**src/rtl/dmem_arbiter_if.sv**
```systemverilog
// Two-requester data-memory bus: port 0/1 request+response channels and the
// memory-side pins, bundled for the arbiter (slave) and requesters (master).
interface dmem_arbiter_if #(
  parameter int WLEN = 32
);
  logic            req0_valid, req0_ready, req0_wen;
  logic [WLEN-1:0] req0_addr, req0_wdata;
  logic [3:0]      req0_wstrb;
  logic            rsp0_valid;
  logic [WLEN-1:0] rsp0_rdata;

  logic            req1_valid, req1_ready, req1_wen;
  logic [WLEN-1:0] req1_addr, req1_wdata;
  logic [3:0]      req1_wstrb;
  logic            rsp1_valid;
  logic [WLEN-1:0] rsp1_rdata;

  logic [WLEN-1:0] mem_addr, mem_wdata, mem_rdata;
  logic            mem_wen;

  modport slave (
    input  req0_valid, req0_addr, req0_wen, req0_wstrb, req0_wdata,
    output req0_ready, rsp0_valid, rsp0_rdata,
    input  req1_valid, req1_addr, req1_wen, req1_wstrb, req1_wdata,
    output req1_ready, rsp1_valid, rsp1_rdata,
    output mem_addr, mem_wen, mem_wdata,
    input  mem_rdata
  );

  modport master (
    output req0_valid, req0_addr, req0_wen, req0_wstrb, req0_wdata,
    input  req0_ready, rsp0_valid, rsp0_rdata,
    output req1_valid, req1_addr, req1_wen, req1_wstrb, req1_wdata,
    input  req1_ready, rsp1_valid, rsp1_rdata,
    input  mem_addr, mem_wen, mem_wdata,
    output mem_rdata
  );
endinterface

```
**src/rtl/dmem_arbiter.sv**
```systemverilog
// Round-robin arbiter for the single data-memory port; turns byte/halfword
// stores into an atomic read-modify-write against the word-only memory.
module dmem_arbiter #(
  parameter int WLEN      = 32,
  parameter bit PRIO_INIT = 1'b1
) (
  input logic           clk,
  input logic           rst,
  dmem_arbiter_if.slave bus
);
  typedef enum logic [1:0] {IDLE, RESP, MERGE, WDONE} state_t;

  state_t          state_q, state_d;
  logic            last_grant_q, last_grant_d;
  logic            owner_q, owner_d;
  logic [WLEN-1:0] addr_q, addr_d;
  logic [WLEN-1:0] wdata_q, wdata_d;
  logic [3:0]      wstrb_q, wstrb_d;

  logic [1:0]           req_valid, req_wen, vld, ready, rsp_valid;
  logic [1:0][WLEN-1:0] req_addr, req_wdata, rsp_rdata;
  logic [1:0][3:0]      req_wstrb;
  logic                 gnt;
  logic [WLEN-1:0]      merged, mem_addr, mem_wdata;
  logic                 mem_wen;

  assign req_valid = {bus.req1_valid, bus.req0_valid};
  assign req_wen   = {bus.req1_wen,   bus.req0_wen};
  assign req_addr  = {bus.req1_addr,  bus.req0_addr};
  assign req_wdata = {bus.req1_wdata, bus.req0_wdata};
  assign req_wstrb = {bus.req1_wstrb, bus.req0_wstrb};

  // Requests are invisible while reset is held so nothing is granted.
  assign vld = rst ? 2'b00 : req_valid;

  always_comb begin
    gnt = vld[1];
    if (vld == 2'b11) gnt = ~last_grant_q;
  end

  always_comb begin
    merged = bus.mem_rdata;
    for (int i = 0; i < 4; i++)
      if (wstrb_q[i]) merged[8*i +: 8] = wdata_q[8*i +: 8];
  end

  always_comb begin
    state_d      = state_q;
    last_grant_d = last_grant_q;
    owner_d      = owner_q;
    addr_d       = addr_q;
    wdata_d      = wdata_q;
    wstrb_d      = wstrb_q;
    ready        = 2'b00;
    rsp_valid    = 2'b00;
    rsp_rdata    = '0;
    mem_addr     = addr_q;
    mem_wen      = 1'b0;
    mem_wdata    = '0;
    case (state_q)
      IDLE: begin
        if (|vld) begin
          ready[gnt]   = 1'b1;
          mem_addr     = req_addr[gnt];
          last_grant_d = gnt;
          owner_d      = gnt;
          addr_d       = req_addr[gnt];
          wdata_d      = req_wdata[gnt];
          wstrb_d      = req_wstrb[gnt];
          if (!req_wen[gnt]) begin
            state_d = RESP;
          end else if (req_wstrb[gnt] == 4'hF) begin
            mem_wen   = 1'b1;
            mem_wdata = req_wdata[gnt];
            state_d   = WDONE;
          end else if (req_wstrb[gnt] == 4'h0) begin
            state_d = WDONE;
          end else begin
            state_d = MERGE;
          end
        end
      end
      RESP: begin
        rsp_valid[owner_q] = 1'b1;
        rsp_rdata[owner_q] = bus.mem_rdata;
        state_d            = IDLE;
      end
      // Read phase happened in the accept cycle; mem_rdata now holds the old word.
      MERGE: begin
        mem_wen   = 1'b1;
        mem_wdata = merged;
        state_d   = WDONE;
      end
      WDONE: begin
        rsp_valid[owner_q] = 1'b1;
        state_d            = IDLE;
      end
      default: state_d = IDLE;
    endcase
  end

  always_ff @(posedge clk or posedge rst) begin
    if (rst) begin
      state_q      <= IDLE;
      last_grant_q <= PRIO_INIT;
      owner_q      <= 1'b0;
      addr_q       <= '0;
      wdata_q      <= '0;
      wstrb_q      <= '0;
    end else begin
      state_q      <= state_d;
      last_grant_q <= last_grant_d;
      owner_q      <= owner_d;
      addr_q       <= addr_d;
      wdata_q      <= wdata_d;
      wstrb_q      <= wstrb_d;
    end
  end

  assign bus.req0_ready = ready[0];
  assign bus.req1_ready = ready[1];
  assign bus.rsp0_valid = rsp_valid[0];
  assign bus.rsp1_valid = rsp_valid[1];
  assign bus.rsp0_rdata = rsp_rdata[0];
  assign bus.rsp1_rdata = rsp_rdata[1];
  assign bus.mem_addr   = mem_addr;
  assign bus.mem_wen    = mem_wen;
  assign bus.mem_wdata  = mem_wdata;
endmodule

```
**src/flat_wrapper.sv**
```systemverilog
// flat-port wrapper written by rule: the top's interface ports become plain ports
module dmem_arbiter_flat 
#(
  parameter int WLEN      = 32,
  parameter bit PRIO_INIT = 1'b1
)
  (clk, rst, bus_req0_valid, bus_req0_addr, bus_req0_wen, bus_req0_wstrb, bus_req0_wdata, bus_req0_ready, bus_rsp0_valid, bus_rsp0_rdata, bus_req1_valid, bus_req1_addr, bus_req1_wen, bus_req1_wstrb, bus_req1_wdata, bus_req1_ready, bus_rsp1_valid, bus_rsp1_rdata, bus_mem_addr, bus_mem_wen, bus_mem_wdata, bus_mem_rdata);
  dmem_arbiter_if #(.WLEN(WLEN)) bus_i ();
  input logic clk;
  input logic rst;
  input wire logic [$bits(bus_i.req0_valid)-1:0] bus_req0_valid;
  input wire logic [$bits(bus_i.req0_addr)-1:0] bus_req0_addr;
  input wire logic [$bits(bus_i.req0_wen)-1:0] bus_req0_wen;
  input wire logic [$bits(bus_i.req0_wstrb)-1:0] bus_req0_wstrb;
  input wire logic [$bits(bus_i.req0_wdata)-1:0] bus_req0_wdata;
  output wire logic [$bits(bus_i.req0_ready)-1:0] bus_req0_ready;
  output wire logic [$bits(bus_i.rsp0_valid)-1:0] bus_rsp0_valid;
  output wire logic [$bits(bus_i.rsp0_rdata)-1:0] bus_rsp0_rdata;
  input wire logic [$bits(bus_i.req1_valid)-1:0] bus_req1_valid;
  input wire logic [$bits(bus_i.req1_addr)-1:0] bus_req1_addr;
  input wire logic [$bits(bus_i.req1_wen)-1:0] bus_req1_wen;
  input wire logic [$bits(bus_i.req1_wstrb)-1:0] bus_req1_wstrb;
  input wire logic [$bits(bus_i.req1_wdata)-1:0] bus_req1_wdata;
  output wire logic [$bits(bus_i.req1_ready)-1:0] bus_req1_ready;
  output wire logic [$bits(bus_i.rsp1_valid)-1:0] bus_rsp1_valid;
  output wire logic [$bits(bus_i.rsp1_rdata)-1:0] bus_rsp1_rdata;
  output wire logic [$bits(bus_i.mem_addr)-1:0] bus_mem_addr;
  output wire logic [$bits(bus_i.mem_wen)-1:0] bus_mem_wen;
  output wire logic [$bits(bus_i.mem_wdata)-1:0] bus_mem_wdata;
  input wire logic [$bits(bus_i.mem_rdata)-1:0] bus_mem_rdata;
  assign bus_i.req0_valid = bus_req0_valid;
  assign bus_i.req0_addr = bus_req0_addr;
  assign bus_i.req0_wen = bus_req0_wen;
  assign bus_i.req0_wstrb = bus_req0_wstrb;
  assign bus_i.req0_wdata = bus_req0_wdata;
  assign bus_req0_ready = bus_i.req0_ready;
  assign bus_rsp0_valid = bus_i.rsp0_valid;
  assign bus_rsp0_rdata = bus_i.rsp0_rdata;
  assign bus_i.req1_valid = bus_req1_valid;
  assign bus_i.req1_addr = bus_req1_addr;
  assign bus_i.req1_wen = bus_req1_wen;
  assign bus_i.req1_wstrb = bus_req1_wstrb;
  assign bus_i.req1_wdata = bus_req1_wdata;
  assign bus_req1_ready = bus_i.req1_ready;
  assign bus_rsp1_valid = bus_i.rsp1_valid;
  assign bus_rsp1_rdata = bus_i.rsp1_rdata;
  assign bus_mem_addr = bus_i.mem_addr;
  assign bus_mem_wen = bus_i.mem_wen;
  assign bus_mem_wdata = bus_i.mem_wdata;
  assign bus_i.mem_rdata = bus_mem_rdata;
  dmem_arbiter #(.WLEN(WLEN), .PRIO_INIT(PRIO_INIT)) u_core (.clk(clk), .rst(rst), .bus(bus_i));
endmodule
```
**config.mk**
```make
export PLATFORM = sky130hd
export DESIGN_NAME = dmem_arbiter_flat
export DESIGN_NICKNAME = d
export VERILOG_FILES = /design/src/rtl/dmem_arbiter_if.sv /design/src/rtl/dmem_arbiter.sv /design/src/flat_wrapper.sv
export SDC_FILE = /design/constraint.sdc
export NUM_CORES = 1
export LEC_CHECK = 0
export BUFFER_PORTS_ARGS = -buffer_cell sky130_fd_sc_hd__clkbuf_2
export CORE_MARGIN = 8
export CORE_UTILIZATION = 42
export CTS_CLUSTER_SIZE = 20
export DETAILED_ROUTE_END_ITERATION = 7
export PLACE_DENSITY = 0.77
export SLEW_MARGIN = 25
export SYNTH_ARGS = -nofsm -noshare
export SYNTH_HDL_FRONTEND = slang
export SYNTH_SLANG_ARGS = --single-unit
```
**constraint.sdc**
```tcl
create_clock -name clk -period 4.5 [get_ports clk]
set_input_delay 0.675 -clock clk [delete_from_list [all_inputs] [get_ports clk]]
set_output_delay 0.675 -clock clk [all_outputs]
set_load 0.01 [all_outputs]
```
==> impl_metrics.env <==
export IMPL_avgSynthCellArea_sq_um=8.957
export IMPL_drt_first_pass_iters=6
export IMPL_yosys_register_bits=72
export IMPL_initial_core_util_pct=42.88
export IMPL_worst_pin_slew_ns=1.029
export IMPL_cts_setup_buffers=0
export IMPL_syn_to_final_growth_pct=41.20
export IMPL_fin_tns_setup_ns=0
export IMPL_fin_crit_sh_pct=78.11
export IMPL_finClkSkew_ns=0.009480
export IMPL_synth_top_area_cell="dfrtp_1"
export IMPL_synth_warnings=0
export IMPL_h_tree_depth=3
export IMPL_reg2reg_slack_ns=2.13
export IMPL_core_area_sq_mm=0.01028
export IMPL_crit_chain="clkbuf_2, nor3_2, and2_1, buf_4, a22oi_1, nand2_1, clkbuf_2"
export IMPL_dieArea_sq_mm=0.01403
export IMPL_postCtsResizedCells=0
export IMPL_antenna_found_initial=0
export IMPL_first_global_vias=5232
export IMPL_cpMostUsedCell="clkbuf_2"
export IMPL_cp_max_fo=28
export IMPL_place_gp_congestion=0.9118
export IMPL_cts_hold_fix_buffers=0
export IMPL_antenna_cells=0
export IMPL_core_rowCount=37
export IMPL_cts_num_sinks=72
export IMPL_grt_start_max_net_pins=74
export IMPL_cts_tree="yes"
export IMPL_r2r_cells=5
export IMPL_ant_nets=0
export IMPL_rsz0062_at_grt="no"
export IMPL_reg2reg_to="u_core.addr_q[20]$_DFF_PP0_"
export IMPL_ys_types=38
export IMPL_fillerInstances=912
export IMPL_stdcell_area_sq_mm=0.006222
export IMPL_slew_violations=0
export IMPL_worstSetupEndpoint="bus_mem_addr[20]"
export IMPL_die_h_microns=118.4
export IMPL_dp_hpwl_mm=13.25
export IMPL_holdPathStages=2
export IMPL_cp_slowest_stage_delay_ns=0.85
export IMPL_startpoint="rst"
export IMPL_startpoint_type="input pin"
export IMPL_clock_fmax_ghz=0.2845
export IMPL_maxCapViolations=0
export IMPL_vias=4895
export IMPL_gr_total_overflow=0
export IMPL_cp_data_arrival_time_ns=2.84
export IMPL_drive_above_1_share_pct=43.97
export IMPL_crit_slowest_cell="and2_1"
export IMPL_drc=0
export IMPL_yosysSeqAreaShare_pct=40.91
export IMPL_drt_wl_total_mm=16.92
export IMPL_pin_count=307
export IMPL_yosys_top_cells_area="dfrtp_1 40%, mux2i_1 13%, and2_1 9.4%"
export IMPL_clockBufferDepth=2
export IMPL_wl_per_cell_microns=18.47
export IMPL_finalNetCount=949
export IMPL_final_hold_violation_count=0
export IMPL_synthesis_area_sq_mm=0.004407
export IMPL_dp_cells=900
export IMPL_grt_pass1_wl_mm=26.76
export IMPL_synth_top_area_share_pct=40.32
export IMPL_root_buffer="clkbuf_8"
export IMPL_critPathKind="input pin to primary output"
export IMPL_io_buffers=306
export IMPL_syn_nets=666
export IMPL_status="finished, final reports clean"
export IMPL_worst_setup_path_end_kind="primary output"
export IMPL_clk_pin_slew_worst_paths_ns=0.08
export IMPL_ir_worst_vdd_mv=0.3394
export IMPL_synthCells=492
export IMPL_power_density_mw_per_mm2=576.1
export IMPL_avgViaCountPerCell=5.344
export IMPL_postPlaceCellArea_sq_mm=0.005993
export IMPL_clk_latency_ns=0.35
export IMPL_leakagePower_nw=3.430
export IMPL_min_period_ns=3.515
export IMPL_synth_edf_count=0
export IMPL_synthArstFlopShare_pct=100.0
export IMPL_r2r_start="u_core.state_q[0]$_DFFE_PP0P_"
export IMPL_slew_headroom_pct=31.27
export IMPL_hp_class="register to register"
export IMPL_hold_ws_ns=0.4874
export IMPL_finalSetupViolations=0
export IMPL_drt_iter0_drc=275
export IMPL_synth_flop_cell="dfrtp_1"
export IMPL_die_x_microns=118.4
export IMPL_numCtsBuffers=9
export IMPL_grt_total_usage_pct=23.11
export IMPL_crit_required_ns=3.83
export IMPL_layoutNonFillerInstCount=916
cell usage after synthesis, types with 2 or more instances:
| master | n |
|---|---|
| dfrtp_1 | 71 |
| nand2_1 | 69 |
| and2_1 | 66 |
| mux2i_1 | 58 |
| a22oi_1 | 38 |
| nand3_1 | 33 |
| o22ai_1 | 32 |
| o21ai_0 | 29 |
| clkbuf_1 | 21 |
| buf_2 | 13 |
| inv_1 | 9 |
| nor2_1 | 8 |
| a222oi_1 | 6 |
| a31oi_1 | 4 |
| buf_1 | 4 |
| buf_4 | 4 |
| and3_1 | 2 |
| buf_6 | 2 |
| nand2b_1 | 2 |
| nor2b_1 | 2 |
| nor3_1 | 2 |
sequential cells by signal, indices dropped and copies added (netlist names):
name                 flops
u_core.wdata_q          32
u_core.addr_q           32
u_core.last_grant_q      1
u_core.wstrb_q           4
u_core.owner_q           1
u_core.state_q           2
metrics by stage:
stage | util, % | power (W) | setup WS, ns
finish | 60.54 | 0.003585 | 0.9851
global route | 60.54 | 0.003859 | 0.8584
CTS | 60.53 | 0.003626 | 1.010
detailed placement | 58.32 | 0.003024 | 1.005
global placement | 58.32 | 0.002957 | 1.112
floorplan | - | 0.002286 | 0.3599
final cells by class:
type                            instances  area (sq um)  area share (%)
Clock buffer                           10         137.6           2.212
Inverter                                9         35.03          0.5630
Multi-Input combinational cell        367          2380           38.25
Timing Repair Buffer                  316          1607           25.82
Clock inverter                          6         90.09           1.448
Sequential cell                        72          1803           28.98
Tap cell                              136         170.2           2.735
power breakdown:
part | internal, W | switching [W] | leakage, nW
Combinational | 0.000788 | 0.00101 | 2.44
Clock | 0.000330 | 0.000257 | 0.113
Sequential | 0.000964 | 0.000234 | 0.876
per-layer routing:
layer | global-route usage [%] | part of all wire [%] | vias up
li1 | - | - | 2337
met1 | 23.44 | 36 | 2257
met2 | 41.17 | 50 | 263
met3 | 9.376 | 11 | 38
met4 | 10.12 | 3.2 | 0
met5 | 0 | 0 | -
worst max-delay path, delay by kind of cell:
family / cells / cell delay (ns)
and+or+nand+nor: 3 / 1.33
buffers and inverters: 3 / 0.71
AOI/OAI and AO/OA: 1 / 0.11
kinds of logic after synthesis:
| family | synth area share, % |
|---|---|
| AND/OR/NAND/NOR | 22.43 |
| multiplexers | 13.17 |
| AO/OA/AOI/OAI | 17.92 |
| flip-flops | 40.91 |
| buffers and inverters | 5.565 |
placed cells by master, fill, tap and decap left out, drive strengths merged, types with 3 or more instances in the layout:
master	count
a222oi	6
a22oi	38
a31oi	4
and2	66
buf	10
clkbuf	316
dfrtp	71
inv	10
mux2i	58
nand2	69
nand3	33
nor2	9
nor3	3
o21ai	31
o22ai	32
worst min path at each step:
stage,start,endpoint,slack [ns]
floorplan,u_core.wdata_q[0]$_DFFE_PP0P_,u_core.wdata_q[0]$_DFFE_PP0P_,0.45
global placement,u_core.wdata_q[30]$_DFFE_PP0P_,u_core.wdata_q[30]$_DFFE_PP0P_,0.46
detailed placement,u_core.wdata_q[23]$_DFFE_PP0P_,u_core.wdata_q[23]$_DFFE_PP0P_,0.47
CTS,u_core.wdata_q[23]$_DFFE_PP0P_,u_core.wdata_q[23]$_DFFE_PP0P_,0.49
global route,u_core.wdata_q[23]$_DFFE_PP0P_,u_core.wdata_q[23]$_DFFE_PP0P_,0.50
finish,u_core.wdata_q[26]$_DFFE_PP0P_,u_core.wdata_q[26]$_DFFE_PP0P_,0.49
Note: power is estimated with default switching activity, not from simulation.
